## config.mk

```make
export PLATFORM = sky130hd
export DESIGN_NAME = fire_alarm_siren_ctrl_flat
export DESIGN_NICKNAME = d
export VERILOG_FILES = /design/src/rtl/fire_alarm_siren_ctrl_if.sv /design/src/rtl/fire_alarm_siren_ctrl.sv /design/src/flat_wrapper.sv
export SDC_FILE = /design/constraint.sdc
export NUM_CORES = 1
export LEC_CHECK = 0
export ABC_AREA = 1
export BUFFER_PORTS_ARGS = -buffer_cell sky130_fd_sc_hd__clkbuf_2
export CAP_MARGIN = 25
export CORE_MARGIN = 4
export CORE_UTILIZATION = 60
export CTS_CLUSTER_DIAMETER = 40
export CTS_CLUSTER_SIZE = 25
export DETAILED_ROUTE_END_ITERATION = 8
export GPL_TIMING_DRIVEN = 1
export HOLD_SLACK_MARGIN = 0.15
export PLACE_DENSITY = 0.82
export SKIP_LAST_GASP = 1
export SLEW_MARGIN = 40
export SYNTH_ARGS = -nofsm -noshare
export SYNTH_HDL_FRONTEND = slang
export SYNTH_SLANG_ARGS = --single-unit
```

## constraint.sdc

```tcl
create_clock -name clk -period 3.22 [get_ports clk]
set_input_delay 0 -clock clk [delete_from_list [all_inputs] [get_ports clk]]
set_output_delay 0 -clock clk [all_outputs]
set_load 0.05 [all_outputs]
```

## src/rtl/fire_alarm_siren_ctrl_if.sv

```systemverilog
// -----------------------------------------------------------------------------
// fire_alarm_siren_ctrl_if
//
// Groups the alarm request/control inputs and the siren/strobe/status outputs
// of fire_alarm_siren_ctrl into one bundle. clk and rst are kept as plain ports
// on the modules that use this interface.
//
// Signals:
//   alarmEnable    alarm request from the fire_alarm decode stage
//   silence        user hush button (level, already debounced)
//   test           siren self-test request
//   siren          siren drive, beep-patterned
//   strobe         visual strobe drive, steady while the alarm is latched
//   state          FSM state: 0 IDLE, 1 ALARM, 2 HUSH, 3 CLEAR_WAIT
//   alarm_latched  high whenever state != IDLE
//   hush_active    high in HUSH
//
// Modports:
//   master  the side that requests alarms and reads the siren/status
//   slave   the siren controller itself
// -----------------------------------------------------------------------------
interface fire_alarm_siren_ctrl_if;

   logic       alarmEnable;
   logic       silence;
   logic       test;
   logic       siren;
   logic       strobe;
   logic [1:0] state;
   logic       alarm_latched;
   logic       hush_active;

   modport master (
      output alarmEnable,
      output silence,
      output test,
      input  siren,
      input  strobe,
      input  state,
      input  alarm_latched,
      input  hush_active
   );

   modport slave (
      input  alarmEnable,
      input  silence,
      input  test,
      output siren,
      output strobe,
      output state,
      output alarm_latched,
      output hush_active
   );

endinterface : fire_alarm_siren_ctrl_if

```

## src/rtl/fire_alarm_siren_ctrl.sv

```systemverilog
// -----------------------------------------------------------------------------
// fire_alarm_siren_ctrl
//
// First clocked stage of the alarm path. Latches an alarm request, drives a
// periodic beep on the siren and a steady strobe, supports a timed user hush,
// and only releases the alarm after alarmEnable has been low for CLEAR_CYCLES
// consecutive samples.
//
// Ports:
//   clk  system clock, all state changes on the rising edge
//   rst  synchronous, active-high reset
//   bus  fire_alarm_siren_ctrl_if.slave
//          in : alarmEnable, silence, test
//          out: siren, strobe, state, alarm_latched, hush_active
//
// Every output is a flop. Each edge computes the complete next register image
// (outputs included) from the inputs sampled at that edge, so a decision taken
// at edge k is visible on the outputs right after edge k.
// -----------------------------------------------------------------------------
module fire_alarm_siren_ctrl #(
   parameter int unsigned BEEP_ON      = 4,
   parameter int unsigned BEEP_OFF     = 4,
   parameter int unsigned HUSH_CYCLES  = 32,
   parameter int unsigned CLEAR_CYCLES = 8,
   parameter int unsigned CW           = 8
) (
   input logic                    clk,
   input logic                    rst,
   fire_alarm_siren_ctrl_if.slave bus
);

   // --------------------------------------------------------------------------
   // Parameter sanity: every phase lasts at least one cycle and every count
   // fits in CW bits without wrapping.
   // --------------------------------------------------------------------------
   localparam int unsigned MAX_COUNT =
      (BEEP_ON > BEEP_OFF ? BEEP_ON : BEEP_OFF) > (HUSH_CYCLES > CLEAR_CYCLES ? HUSH_CYCLES : CLEAR_CYCLES)
      ? (BEEP_ON > BEEP_OFF ? BEEP_ON : BEEP_OFF)
      : (HUSH_CYCLES > CLEAR_CYCLES ? HUSH_CYCLES : CLEAR_CYCLES);

   generate
      if (BEEP_ON < 1 || BEEP_OFF < 1 || HUSH_CYCLES < 1 || CLEAR_CYCLES < 1) begin : g_bad_phase
         $error("fire_alarm_siren_ctrl: all phase lengths must be at least 1");
      end
      if (CW < 1 || CW > 31 || (2 ** CW) <= MAX_COUNT) begin : g_bad_width
         $error("fire_alarm_siren_ctrl: CW too narrow for the configured phase lengths");
      end
   endgenerate

   localparam logic [CW-1:0] ONE      = CW'(1);
   localparam logic [CW-1:0] BEEP_ON_C  = CW'(BEEP_ON);
   localparam logic [CW-1:0] BEEP_OFF_C = CW'(BEEP_OFF);
   localparam logic [CW-1:0] HUSH_C     = CW'(HUSH_CYCLES);
   localparam logic [CW-1:0] CLEAR_C    = CW'(CLEAR_CYCLES);

   // --------------------------------------------------------------------------
   // State encoding matches the externally visible state code.
   // --------------------------------------------------------------------------
   typedef enum logic [1:0] {
      IDLE       = 2'd0,
      ALARM      = 2'd1,
      HUSH       = 2'd2,
      CLEAR_WAIT = 2'd3
   } state_t;

   // Complete register image. The counters hold the number of cycles already
   // spent in the current phase, counting the entry cycle as 1; a value of 0
   // means the counter is idle.
   typedef struct packed {
      state_t        state;
      logic          siren;
      logic          strobe;
      logic          latched;
      logic          hush;
      logic          beep_on;    // 1: siren-on phase of the beep, 0: off phase
      logic [CW-1:0] beep_cnt;
      logic [CW-1:0] hush_cnt;
      logic [CW-1:0] clear_cnt;
   } regs_t;

   regs_t r;
   logic  silence_q;
   logic  silence_rise;

   // A held button produces exactly one rise; silence_q tracks the level every
   // cycle regardless of state, so a press in a state that ignores it is
   // consumed there and cannot fire later.
   assign silence_rise = bus.silence & ~silence_q;

   // --------------------------------------------------------------------------
   // Next-image builders for each state entry. Entering a state always starts
   // its counters afresh, which gives the "beep restarts at the on phase" and
   // "hush counter never reloads" behaviour by construction.
   // --------------------------------------------------------------------------
   function automatic regs_t enter_idle(input logic test_in);
      regs_t n;
      n       = '0;
      n.state = IDLE;
      n.siren = test_in;   // self-test drives the siren only while idle
      return n;
   endfunction

   function automatic regs_t enter_alarm();
      regs_t n;
      n          = '0;
      n.state    = ALARM;
      n.siren    = 1'b1;
      n.strobe   = 1'b1;
      n.latched  = 1'b1;
      n.beep_on  = 1'b1;
      n.beep_cnt = ONE;
      return n;
   endfunction

   function automatic regs_t enter_hush();
      regs_t n;
      n          = '0;
      n.state    = HUSH;
      n.strobe   = 1'b1;
      n.latched  = 1'b1;
      n.hush     = 1'b1;
      n.hush_cnt = ONE;
      return n;
   endfunction

   // The low sample that causes entry already counts as low sample #1, so a
   // single-sample clear interval goes straight back to idle.
   function automatic regs_t enter_clear(input logic test_in);
      regs_t n;
      if (CLEAR_CYCLES <= 1) begin
         n = enter_idle(test_in);
      end else begin
         n           = '0;
         n.state     = CLEAR_WAIT;
         n.strobe    = 1'b1;
         n.latched   = 1'b1;
         n.clear_cnt = ONE;
      end
      return n;
   endfunction

   // One cycle of the beep pattern: BEEP_ON cycles high, BEEP_OFF cycles low,
   // back to back. The counter restarts at 1 on each phase change so it never
   // runs past the longer phase.
   function automatic regs_t beep_step(input regs_t c);
      regs_t n;
      n = c;
      if (c.beep_on) begin
         if (c.beep_cnt >= BEEP_ON_C) begin
            n.beep_on  = 1'b0;
            n.beep_cnt = ONE;
            n.siren    = 1'b0;
         end else begin
            n.beep_cnt = c.beep_cnt + ONE;
            n.siren    = 1'b1;
         end
      end else begin
         if (c.beep_cnt >= BEEP_OFF_C) begin
            n.beep_on  = 1'b1;
            n.beep_cnt = ONE;
            n.siren    = 1'b1;
         end else begin
            n.beep_cnt = c.beep_cnt + ONE;
            n.siren    = 1'b0;
         end
      end
      return n;
   endfunction

   // --------------------------------------------------------------------------
   // FSM with registered outputs.
   // NOTE: all state is updated with non-blocking assignments so every flop
   // samples the pre-edge value of every other flop, independent of statement
   // order; blocking assignments here would create order-dependent races.
   // --------------------------------------------------------------------------
   always_ff @(posedge clk) begin
      if (rst) begin
         r         <= '0;
         silence_q <= 1'b0;
      end else begin
         silence_q <= bus.silence;

         case (r.state)
            IDLE: begin
               if (bus.alarmEnable) r <= enter_alarm();
               else                 r <= enter_idle(bus.test);
            end

            ALARM: begin
               // A falling request wins over a simultaneous hush press: the
               // panel is already on its way to clearing.
               if (!bus.alarmEnable)  r <= enter_clear(bus.test);
               else if (silence_rise) r <= enter_hush();
               else                   r <= beep_step(r);
            end

            HUSH: begin
               // Hush runs its full length; presses and request changes during
               // it are deliberately ignored.
               if (r.hush_cnt >= HUSH_C) begin
                  if (bus.alarmEnable) r <= enter_alarm();
                  else                 r <= enter_clear(bus.test);
               end else begin
                  r.hush_cnt <= r.hush_cnt + ONE;
               end
            end

            CLEAR_WAIT: begin
               if (bus.alarmEnable)                  r <= enter_alarm();
               else if (r.clear_cnt >= CLEAR_C - ONE) r <= enter_idle(bus.test);
               else                                  r.clear_cnt <= r.clear_cnt + ONE;
            end

            default: r <= enter_idle(bus.test);
         endcase
      end
   end

   // --------------------------------------------------------------------------
   // Outputs come straight from flops.
   // --------------------------------------------------------------------------
   assign bus.state         = r.state;
   assign bus.siren         = r.siren;
   assign bus.strobe        = r.strobe;
   assign bus.alarm_latched = r.latched;
   assign bus.hush_active   = r.hush;

endmodule : fire_alarm_siren_ctrl

```

## src/flat_wrapper.sv

```systemverilog
// flat-port wrapper written by rule: the top's interface ports become plain ports
module fire_alarm_siren_ctrl_flat 
#(
   parameter int unsigned BEEP_ON      = 4,
   parameter int unsigned BEEP_OFF     = 4,
   parameter int unsigned HUSH_CYCLES  = 32,
   parameter int unsigned CLEAR_CYCLES = 8,
   parameter int unsigned CW           = 8
)
  (clk, rst, bus_alarmEnable, bus_silence, bus_test, bus_siren, bus_strobe, bus_state, bus_alarm_latched, bus_hush_active);
  fire_alarm_siren_ctrl_if bus_i ();
  input logic clk;
  input logic rst;
  input wire logic [$bits(bus_i.alarmEnable)-1:0] bus_alarmEnable;
  input wire logic [$bits(bus_i.silence)-1:0] bus_silence;
  input wire logic [$bits(bus_i.test)-1:0] bus_test;
  output wire logic [$bits(bus_i.siren)-1:0] bus_siren;
  output wire logic [$bits(bus_i.strobe)-1:0] bus_strobe;
  output wire logic [$bits(bus_i.state)-1:0] bus_state;
  output wire logic [$bits(bus_i.alarm_latched)-1:0] bus_alarm_latched;
  output wire logic [$bits(bus_i.hush_active)-1:0] bus_hush_active;
  assign bus_i.alarmEnable = bus_alarmEnable;
  assign bus_i.silence = bus_silence;
  assign bus_i.test = bus_test;
  assign bus_siren = bus_i.siren;
  assign bus_strobe = bus_i.strobe;
  assign bus_state = bus_i.state;
  assign bus_alarm_latched = bus_i.alarm_latched;
  assign bus_hush_active = bus_i.hush_active;
  fire_alarm_siren_ctrl #(.BEEP_ON(BEEP_ON), .BEEP_OFF(BEEP_OFF), .HUSH_CYCLES(HUSH_CYCLES), .CLEAR_CYCLES(CLEAR_CYCLES), .CW(CW)) u_core (.clk(clk), .rst(rst), .bus(bus_i));
endmodule
```

==> metrics.md <==
| Metric | Value |
|---|---|
| Status | `completed` |
| Cts bufs inserted | `5` |
| Most frequent cells in the layout | `nand2_1 (52), nor2_1 (40), dfxtp_1 (31)` |
| Reg2reg end | `u_core.bus.siren` |
| Startpoint types | `register` |
| Largest net degree at the start of global routing | `25` |
| Worst skew pair latency | `0.33 ns` |
| Yosys warns | `0` |
| Pre-antenna DRT Iters | `5` |
| Area growth syn-to-layout | `7.828%` |
| Row count | `17` |
| Initial antenna violation count | `0` |
| CTS tree | `built` |
| Measured slew at the worst slew-check pin | `0.5216 ns` |
| Initial Utilization | `65.31%` |
| Chip Width | `57.78 um` |
| IO Port Bufs | `10` |
| Critical path type | `reg -> reg` |
| Hold Crit Class | `in -> reg` |
| Post-synth cell types | `22` |
| Clock sink count | `31` |
| Synth Register Bits | `31` |
| Max Cap Violations | `0` |
| R2r startpoint | `u_core.r[0]` |
| Post-CTS Setup Bufs | `0` |
| Worst reg2reg path depth | `8` |
| End of the critical path | `u_core.bus.siren` |
| Die area | `0.003338 mm^2` |
| Hold slack | `0.1724 ns` |
| Mean Syn Cell Area | `7.045 um^2` |
| CP Launch Point | `u_core.r[0]` |
| Commonest non-fill, non-tap cell in the layout | `nand2_1` |
| Antenna viol nets, final | `0` |
| Gpl congestion | `0.8334` |
| Post-CTS Hold Buffers | `2` |
| Skew final | `0.01231 ns` |
| Max-slew headroom | `65.23%` |
| DRC viols | `0` |
| Core box area | `0.002276 mm^2` |
| RSZ-0062 raised after global routing | `false` |
| # setup viols final | `0` |
| Layout cell share with drive strength beyond 1 | `14.29%` |
| Total track usage | `20.52%` |
| Max FO, Critical Path | `5` |
| Setup TNS | `0 ns` |
| Vias per cell | `5.052` |
| Via count | `1273` |
| Mapped Area | `0.001486 mm^2` |
| Mapped Cells | `211` |
| First-pass GRT wire length | `5216 um` |
| Power Density | `687.3 mW/mm^2` |
| Critical path data required time | `3.43 ns` |
| Slew Viols, Final | `0` |
| Ant. Diodes | `0` |
| Clk slew on worst S/H paths | `0.09 ns` |
| Final hold vios | `0` |
| Syn_nets | `221` |
| Starting DRT DRC Count | `55` |
| Post_cts resized | `0` |
| CTS H-tree lvls | `2` |
| R2R setup slack | `1.71 ns` |
| Vias in the first global route | `1200` |
| WP data arrival | `1.72 ns` |
| Root Buffer | `clkbuf_4` |
| Crit share post-route | `46.91%` |
| IO Count | `11` |
| Max Buffers Root-to-Sink | `2` |
| Detail Placement HPWL | `2100 um` |
| VDD IR-drop max | `0.0006585 V` |
| Leakage | `0.7157 nW` |
| Final net count | `235` |
| WL final | `2874 um` |
| Final Critical Period | `1.511 ns` |
| Chip Height | `57.78 um` |
| Routed len/inst | `11.40 um` |
| Critical path endpoint category | `register` |
| Grt ovf | `0` |
| Seq/Total Area, Yosys | `41.75%` |
| FMAX | `0.6620 GHz` |
| Final Core Density | `70.42%` |
cell usage after synthesis (all sizes together):
library cell	count	area share [%]
nor2	46	14
clkbuf	2	0.51
nand3	6	2.0
a21oi	12	4.3
inv	26	6.7
clkinv	1	0.25
or2	2	0.84
ha	5	4.2
nand2	57	16
dfxtp	31	42
nand4	6	2.5
nor3	2	0.67
buf	3	1.5
o21ai	11	3.7
o22ai	1	0.42
where the power goes:
part           internal, mW  total (mW)  leakage (nW)  switching (mW)
combinational         0.119       0.436         0.440           0.317
clock                0.0775       0.196        0.0242           0.119
sequential            0.428       0.470         0.252          0.0415
total                 0.624        1.10         0.716           0.477
worst max-delay path, cell delays in order (launching register included):
cell     delay [ns]
dfxtp_1        0.39
ha_1           0.20
nand2_1        0.08
nand3_1        0.13
nor2_4         0.07
nor2_1         0.24
nand2_1        0.10
nor2_1         0.14
nor2_1         0.05
routing by layer:
layer  vias to the layer above  share of wire (%)  wire length (um)  GRT usage (%)
met1                       561                 48              1378          24.79
met4                         0                2.1                60          8.940
li1                        682                  -                 -              -
met3                         6                5.5               158          7.350
met2                        24                 44              1276          32.74
met5                         -                  0                 0              0
per-stage QoR:
step / worst slack, ns / power (mW) / area [um^2] / instances
finish: 1.709 / 1.102 / 1603 / 252
global route: 1.569 / 1.191 / 1603 / 252
CTS: 1.743 / 1.110 / 1603 / 252
detailed placement: 1.766 / 0.9100 / 1541 / 244
global placement: 1.817 / 0.9008 / 1541 / 244
floorplan: 1.965 / 0.8423 / 1486 / 211
final cells by class:
class	instances	area, um^2
flip-flops and latches	31	620.6
fillers	179	673.1
inverters	27	103.9
clock buffers	6	41.29
repair buffers	12	70.07
multi-input cells	148	732.0
well taps	28	35.03
state kept, by name (all words and copies together), names as in the netlist:
name and cells:
u_core.r 25, u_core.bus.state 2, u_core.bus.alarm_latched 1, u_core.bus.hush_active 1, u_core.bus.siren 1, u_core.silence_q 1
logic make-up (layout without fill, tap and decap cells):
group	count (synthesis)	after routing	share of synthesized area, %
AND/OR/NAND/NOR	119	119	36.62
AO/OA/AOI/OAI	24	24	8.418
flip-flops	31	31	41.75
buffers and inverters	32	45	9.007
adder cells (fa/ha/maj)	5	5	4.209
worst min-delay path by stage:
stage	start	endpoint	slack, ns	cells after the start
final	bus_alarmEnable	u_core.bus.hush_active	0.17	5
after global routing	rst	u_core.r[17]	0.17	2
after CTS	bus_alarmEnable	u_core.bus.siren	0.15	5
after detailed placement	bus_silence	u_core.silence_q	0.23	3
after global placement	bus_silence	u_core.silence_q	0.22	3
after floorplan	rst	u_core.r[7]	0.08	1
(Power assumes the default switching activity.)
